## config.mk

```make
export PLATFORM = sky130hd
export DESIGN_NAME = inv_key_schedule_flat
export DESIGN_NICKNAME = d
export VERILOG_FILES = /design/src/rtl/inv_key_schedule_if.sv /design/src/rtl/inv_key_schedule.sv /design/src/flat_wrapper.sv
export SDC_FILE = /design/constraint.sdc
export NUM_CORES = 2
export LEC_CHECK = 0
export CORE_UTILIZATION = 40
export DETAILED_ROUTE_END_ITERATION = 8
export GPL_TIMING_DRIVEN = 1
export HOLD_SLACK_MARGIN = 0.15
export PLACE_DENSITY = 0.68
export SYNTH_ARGS = -nofsm -noshare
export SYNTH_HDL_FRONTEND = slang
export SYNTH_SLANG_ARGS = --single-unit
```

## constraint.sdc

```tcl
create_clock -name clk -period 22.7 [get_ports clk]
set_clock_uncertainty 0.1 [all_clocks]
set_input_delay 6.81 -clock clk [delete_from_list [all_inputs] [get_ports clk]]
set_output_delay 6.81 -clock clk [all_outputs]
set_load 0.02 [all_outputs]
```

## src/rtl/inv_key_schedule_if.sv

```systemverilog
// Round-key request/response bundle between the inverse-cipher round sequencer
// (master) and inv_key_schedule (slave).
//   load      : one-cycle pulse, capture key and start expansion
//   key       : cipher key, byte i at [i*8 +: 8]
//   next      : request the next lower round key
//   round_key : current round key, same byte order as key
//   round_idx : round number of round_key (10..0)
//   valid     : round_key/round_idx meaningful
//   busy      : forward expansion running
//   done      : round 0 key presented
interface inv_key_schedule_if;
    localparam int unsigned WORD_SIZE  = 8;
    localparam int unsigned ARRAY_SIZE = 16;
    localparam int unsigned KEY_W      = WORD_SIZE * ARRAY_SIZE;

    logic             load;
    logic [KEY_W-1:0] key;
    logic             next;
    logic [KEY_W-1:0] round_key;
    logic [3:0]       round_idx;
    logic             valid;
    logic             busy;
    logic             done;

    modport master (
        output load, key, next,
        input  round_key, round_idx, valid, busy, done
    );

    modport slave (
        input  load, key, next,
        output round_key, round_idx, valid, busy, done
    );
endinterface

```

## src/rtl/inv_key_schedule.sv

```systemverilog
// AES-128 round-key source for decryption. Expands the cipher key forward to
// round 10, then walks back to round 0 with the inverse key recurrence, one
// round per `next`. Only the current round key is stored; a single 4-byte
// S-box is shared between the forward and inverse steps.
// Ports: clk, rst (async, active-high), kif (inv_key_schedule_if.slave).
// Option: define INV_KEY_MIX_EN to present InvMixColumns(round key) for rounds
// 1..9 (equivalent inverse cipher); this output path is combinational.
module inv_key_schedule (
    input  logic                 clk,
    input  logic                 rst,
    inv_key_schedule_if.slave    kif
);
    localparam int unsigned KEY_W = 128;

    localparam logic [1:0] ST_IDLE   = 2'd0;
    localparam logic [1:0] ST_EXPAND = 2'd1;
    localparam logic [1:0] ST_SERVE  = 2'd2;

    // GF(2^8) multiply by x modulo x^8+x^4+x^3+x+1
    function automatic logic [7:0] xtime(input logic [7:0] a);
        return {a[6:0], 1'b0} ^ (a[7] ? 8'h1b : 8'h00);
    endfunction

    function automatic logic [7:0] gf_mul(input logic [7:0] a, input logic [7:0] b);
        logic [7:0] p;
        logic [7:0] x;
        p = 8'h00;
        x = a;
        for (int i = 0; i < 8; i++) begin
            if (b[i]) p = p ^ x;
            x = xtime(x);
        end
        return p;
    endfunction

    // Forward S-box: multiplicative inverse as a^254 (0 maps to 0), then affine map
    function automatic logic [7:0] sbox(input logic [7:0] a);
        logic [7:0] r;
        logic [7:0] p;
        r = 8'h01;
        p = a;
        for (int i = 1; i < 8; i++) begin
            p = gf_mul(p, p);
            r = gf_mul(r, p);
        end
        return r ^ {r[6:0], r[7]} ^ {r[5:0], r[7:6]} ^ {r[4:0], r[7:5]}
                 ^ {r[3:0], r[7:4]} ^ 8'h63;
    endfunction

    function automatic logic [7:0] rcon(input logic [3:0] rnd);
        case (rnd)
            4'd1:    return 8'h01;
            4'd2:    return 8'h02;
            4'd3:    return 8'h04;
            4'd4:    return 8'h08;
            4'd5:    return 8'h10;
            4'd6:    return 8'h20;
            4'd7:    return 8'h40;
            4'd8:    return 8'h80;
            4'd9:    return 8'h1b;
            4'd10:   return 8'h36;
            default: return 8'h00;
        endcase
    endfunction

`ifdef INV_KEY_MIX_EN
    function automatic logic [31:0] inv_mix_word(input logic [31:0] w);
        logic [7:0] b0, b1, b2, b3;
        b0 = w[7:0];
        b1 = w[15:8];
        b2 = w[23:16];
        b3 = w[31:24];
        return {gf_mul(b0, 8'h0b) ^ gf_mul(b1, 8'h0d) ^ gf_mul(b2, 8'h09) ^ gf_mul(b3, 8'h0e),
                gf_mul(b0, 8'h0d) ^ gf_mul(b1, 8'h09) ^ gf_mul(b2, 8'h0e) ^ gf_mul(b3, 8'h0b),
                gf_mul(b0, 8'h09) ^ gf_mul(b1, 8'h0e) ^ gf_mul(b2, 8'h0b) ^ gf_mul(b3, 8'h0d),
                gf_mul(b0, 8'h0e) ^ gf_mul(b1, 8'h0b) ^ gf_mul(b2, 8'h0d) ^ gf_mul(b3, 8'h09)};
    endfunction
`endif

    logic [1:0]       state_q, state_d;
    logic [KEY_W-1:0] key_q, key_d;
    logic [3:0]       idx_q, idx_d;
    logic             valid_q, valid_d;
    logic             busy_q, busy_d;
    logic             done_q, done_d;

    logic [31:0] w0, w1, w2, w3;
    logic [31:0] w3_inv, sub_in, sub_out;
    logic [3:0]  rc_round;
    logic [31:0] fw0, fw1, fw2, fw3;
    logic [31:0] iw0;

    // Shared SubWord(RotWord()) lookup and both step directions
    always_comb begin
        w0 = key_q[31:0];
        w1 = key_q[63:32];
        w2 = key_q[95:64];
        w3 = key_q[127:96];

        w3_inv   = w3 ^ w2;
        sub_in   = (state_q == ST_EXPAND) ? w3 : w3_inv;
        rc_round = (state_q == ST_EXPAND) ? idx_q + 4'd1 : idx_q;
        for (int b = 0; b < 4; b++) begin
            sub_out[b*8 +: 8] = sbox(sub_in[((b + 1) % 4)*8 +: 8]);
        end

        fw0 = w0 ^ sub_out ^ {24'h000000, rcon(rc_round)};
        fw1 = w1 ^ fw0;
        fw2 = w2 ^ fw1;
        fw3 = w3 ^ fw2;

        // Recovered w3 feeds the S-box term of the recovered w0
        iw0 = w0 ^ sub_out ^ {24'h000000, rcon(rc_round)};
    end

    // Next-state and registered-output logic; load overrides everything
    always_comb begin
        state_d = state_q;
        key_d   = key_q;
        idx_d   = idx_q;

        if (kif.load) begin
            state_d = ST_EXPAND;
            key_d   = kif.key;
            idx_d   = 4'd0;
        end else begin
            case (state_q)
                ST_EXPAND: begin
                    key_d = {fw3, fw2, fw1, fw0};
                    idx_d = idx_q + 4'd1;
                    if (idx_q == 4'd9) state_d = ST_SERVE;
                end
                ST_SERVE: begin
                    if (kif.next && (idx_q != 4'd0)) begin
                        key_d = {w3_inv, w2 ^ w1, w1 ^ w0, iw0};
                        idx_d = idx_q - 4'd1;
                    end
                end
                ST_IDLE: ;
                default: state_d = ST_IDLE;
            endcase
        end

        valid_d = (state_d == ST_SERVE);
        busy_d  = (state_d == ST_EXPAND);
        done_d  = valid_d && (idx_d == 4'd0);
    end

    always_ff @(posedge clk or posedge rst) begin
        if (rst) begin
            state_q <= ST_IDLE;
            key_q   <= '0;
            idx_q   <= 4'd0;
            valid_q <= 1'b0;
            busy_q  <= 1'b0;
            done_q  <= 1'b0;
        end else begin
            state_q <= state_d;
            key_q   <= key_d;
            idx_q   <= idx_d;
            valid_q <= valid_d;
            busy_q  <= busy_d;
            done_q  <= done_d;
        end
    end

`ifdef INV_KEY_MIX_EN
    // Rounds 1..9 leave through InvMixColumns; rounds 0 and 10 stay raw
    always_comb begin
        if ((idx_q != 4'd0) && (idx_q != 4'd10)) begin
            kif.round_key = {inv_mix_word(w3), inv_mix_word(w2),
                             inv_mix_word(w1), inv_mix_word(w0)};
        end else begin
            kif.round_key = key_q;
        end
    end
`else
    assign kif.round_key = key_q;
`endif

    assign kif.round_idx = idx_q;
    assign kif.valid     = valid_q;
    assign kif.busy      = busy_q;
    assign kif.done      = done_q;
endmodule
```

## src/flat_wrapper.sv

```systemverilog
// flat-port wrapper written by rule: the top's interface ports become plain ports
module inv_key_schedule_flat 
  (clk, rst, kif_load, kif_key, kif_next, kif_round_key, kif_round_idx, kif_valid, kif_busy, kif_done);
  inv_key_schedule_if kif_i ();
  input  logic clk;
  input  logic rst;
  input wire logic [$bits(kif_i.load)-1:0] kif_load;
  input wire logic [$bits(kif_i.key)-1:0] kif_key;
  input wire logic [$bits(kif_i.next)-1:0] kif_next;
  output wire logic [$bits(kif_i.round_key)-1:0] kif_round_key;
  output wire logic [$bits(kif_i.round_idx)-1:0] kif_round_idx;
  output wire logic [$bits(kif_i.valid)-1:0] kif_valid;
  output wire logic [$bits(kif_i.busy)-1:0] kif_busy;
  output wire logic [$bits(kif_i.done)-1:0] kif_done;
  assign kif_i.load = kif_load;
  assign kif_i.key = kif_key;
  assign kif_i.next = kif_next;
  assign kif_round_key = kif_i.round_key;
  assign kif_round_idx = kif_i.round_idx;
  assign kif_valid = kif_i.valid;
  assign kif_busy = kif_i.busy;
  assign kif_done = kif_i.done;
  inv_key_schedule u_core (.clk(clk), .rst(rst), .kif(kif_i));
endmodule
```

==> results_dict.tcl <==
set metrics [dict create \
    setup_viol 0 \
    h-tree-depth 4 \
    arrival_ns 21.45 \
    grtUsageTotal_pct 24.9 \
    grt_overflow_total 0 \
    slowest_stage "xor2_1" \
    grt_max_degree 113 \
    stdcell_area_sq_um 76200 \
    drv_cap 0 \
    setup_slack_ns 1.52 \
    cts_sinks 137 \
    outcome "complete, no violations" \
    final_layout_size_suffix_gt1_share_pct 8.86 \
    post-route-period-util_pct 93.3 \
    placeableCoreArea_sq_um 174000 \
    via_per_inst 5.81 \
    cts_tree "done" \
    clock-root-buffer "clkbuf_16" \
    yosys_warnings 0 \
    layout_commonest_cell "xnor2_1" \
    dp_slack_ns 1.69 \
    hold_violations 0 \
    critPathMaxFanout 47 \
    holdPathStages 2 \
    globalplace.congestion 0.961 \
    clk_pin_slew_worst_paths_ns 0.07 \
    syn_nets 9615 \
    mostFrequentLayoutCells "1804 x xnor2_1, 1273 x nor2_1, 878 x nand2_1" \
    postRouteAntennaNets 0 \
    final.min_clock_period_ns 21.18 \
    worst_pin_slew_ns 1.26 \
    end_kind "register" \
    path_common_cell "xnor2_1" \
    syn_avg_cell_area_sq_um 7.46 \
    start_kind "register" \
    numCtsBuffers 17 \
    io_pins 267 \
    slew_violations 0 \
    vias 67800 \
    clock_path_buffers 2 \
    post-route-util_pct 43.7 \
    tns_ns 0 \
    grt_pass1_wl_um 365000 \
    yosys.cell_types.count 126 \
    seq_area_frac_synth_pct 4.86 \
    rsz0062_at_grt "no" \
    post_drt_wl_per_cell_um 19.9 \
    ctsHoldBuffers 0 \
    syn_to_final_growth_pct 8.02 \
    grt_pass1_vias 63600 \
    die_area_sq_um 178000 \
    synth_edf_count 0 \
    relSlewSlack_pct 15.9 \
    path_class "register to register" \
    synth-main-ff-cell "dfrtp_1" \
    synthCells 9452 \
    die_h_um 422 \
    die_w_um 422 \
    antenna_found_initial 9 \
    port_buffers 266 \
    postCtsSetupBuffers 0 \
    fillers 17300 \
    required_ns 22.97 \
    r2r_cells 60 \
    initial_utilization_pct 40.4 \
    max_freq_mhz 47.2 \
    ys_ff_latch 137 \
    dr.pass1.iters 8 \
    insertion_delay_ns 0.50 \
    synthArstFlopShare_pct 100 \
    first_iter_violations 6651 \
    drc 0 \
    syn_area_sq_um 70500 \
    nets 9487 \
    dpl-instance-area_sq_um 75500 \
    ff2ff_setup_slack_ns 1.52 \
    hpwl_um 173000 \
    wl_um 232000 \
    min-delay-path-class "register to register" \
    max_stage_delay_ns 0.90 \
    fp-row-count 153 \
]
[what timing repair did]
item | CTS | global route
setup endpoints to repair | 0 | 11
gates resized for setup | 0 | 2
hold endpoints to repair | 0 | 0
[state kept, by name (all words and copies together) (netlist names)]
register / cells
u_core.kif.round_key: 128
u_core.state_q: 2
u_core.kif.busy: 1
u_core.kif.valid: 1
u_core.kif.round_idx: 4
u_core.kif.done: 1
[through the flow]
step / hold WS, ns / instances
floorplan: 0.514 / 9452
global placement: 0.552 / 11600
detailed placement: 0.558 / 11600
CTS: 0.578 / 11700
global route: 0.600 / 11700
finish: 0.574 / 11700
[cell families (layout without fill, tap and decap cells)]
logic type,after synthesis,in the layout,share of synthesized area [%]
AOI/OAI and AO/OA,1998,1998,18.0
xor gates and xnor gates,2938,2938,46.1
adders and majority gates,31,31,0.550
buffers and inverters,818,702,5.01
DFF,137,137,4.86
muxes,348,348,5.23
other,0,9,0
and+or+nand+nor,3182,3182,20.2
[routing by layer]
| layer | GRT usage (%) | wire, um | vias to the layer above |
|---|---|---|---|
| li1 | - | - | 32200 |
| met1 | 31.3 | 94600 | 32400 |
| met2 | 42.1 | 112000 | 2758 |
| met3 | 1.64 | 13000 | 429 |
| met4 | 14.0 | 13100 | 0 |
| met5 | 0 | 0 | - |
[Yosys cell counts (all sizes together), types with 88 or more instances]
cell / n / area [sq um]
xnor2: 1989 / 18800
nor2: 1286 / 4860
nand2: 878 / 3300
xor2: 593 / 5560
o21ai: 571 / 2860
a21oi: 527 / 2650
clkbuf: 396 / 1490
xnor3: 313 / 7080
buf: 289 / 1540
nor3: 247 / 1270
mux2i: 217 / 2180
nand3: 198 / 991
dfrtp: 137 / 3430
mux2: 128 / 1440
inv: 123 / 462
o22ai: 110 / 714
o211ai: 103 / 783
nor2b: 90 / 591
a22oi: 88 / 681
[final cells by class]
type	instances	area [sq um]	area share, %
clock buffer	18	439	0.577
clock inverter	13	181	0.238
sequential	137	3430	4.50
timing repair buffer	538	4710	6.18
multi-input combinational	8497	64000	84.0
antenna	9	22.5	0.0296
tap	2325	2910	3.82
inverter	133	504	0.662
[worst paths after layout]
check / from / end
min in group asynchronous: rst / u_core.kif.round_key[37]
max in group asynchronous: rst / u_core.kif.round_key[8]
hold reg to reg: u_core.kif.round_key[19] / u_core.kif.round_key[19]
setup reg to reg: u_core.state_q[1] / u_core.kif.round_key[108]
hold / removal: u_core.kif.round_key[19] / u_core.kif.round_key[19]
setup / recovery: u_core.state_q[1] / u_core.kif.round_key[108]
[critical path: cells and delay by family (launching register included)]
kind            cells  cell delay [ns]
mux                 3             0.96
simple gates        9             1.52
fa+ha+maj           3             1.47
buf+inv             5             1.36
flops               1             0.44
xor+xnor           36            14.31
compound gates      4             0.81
Power is left out: the tool's default activity adds up to more than one toggle a clock period on the data nets, which glitch-free logic cannot reach.
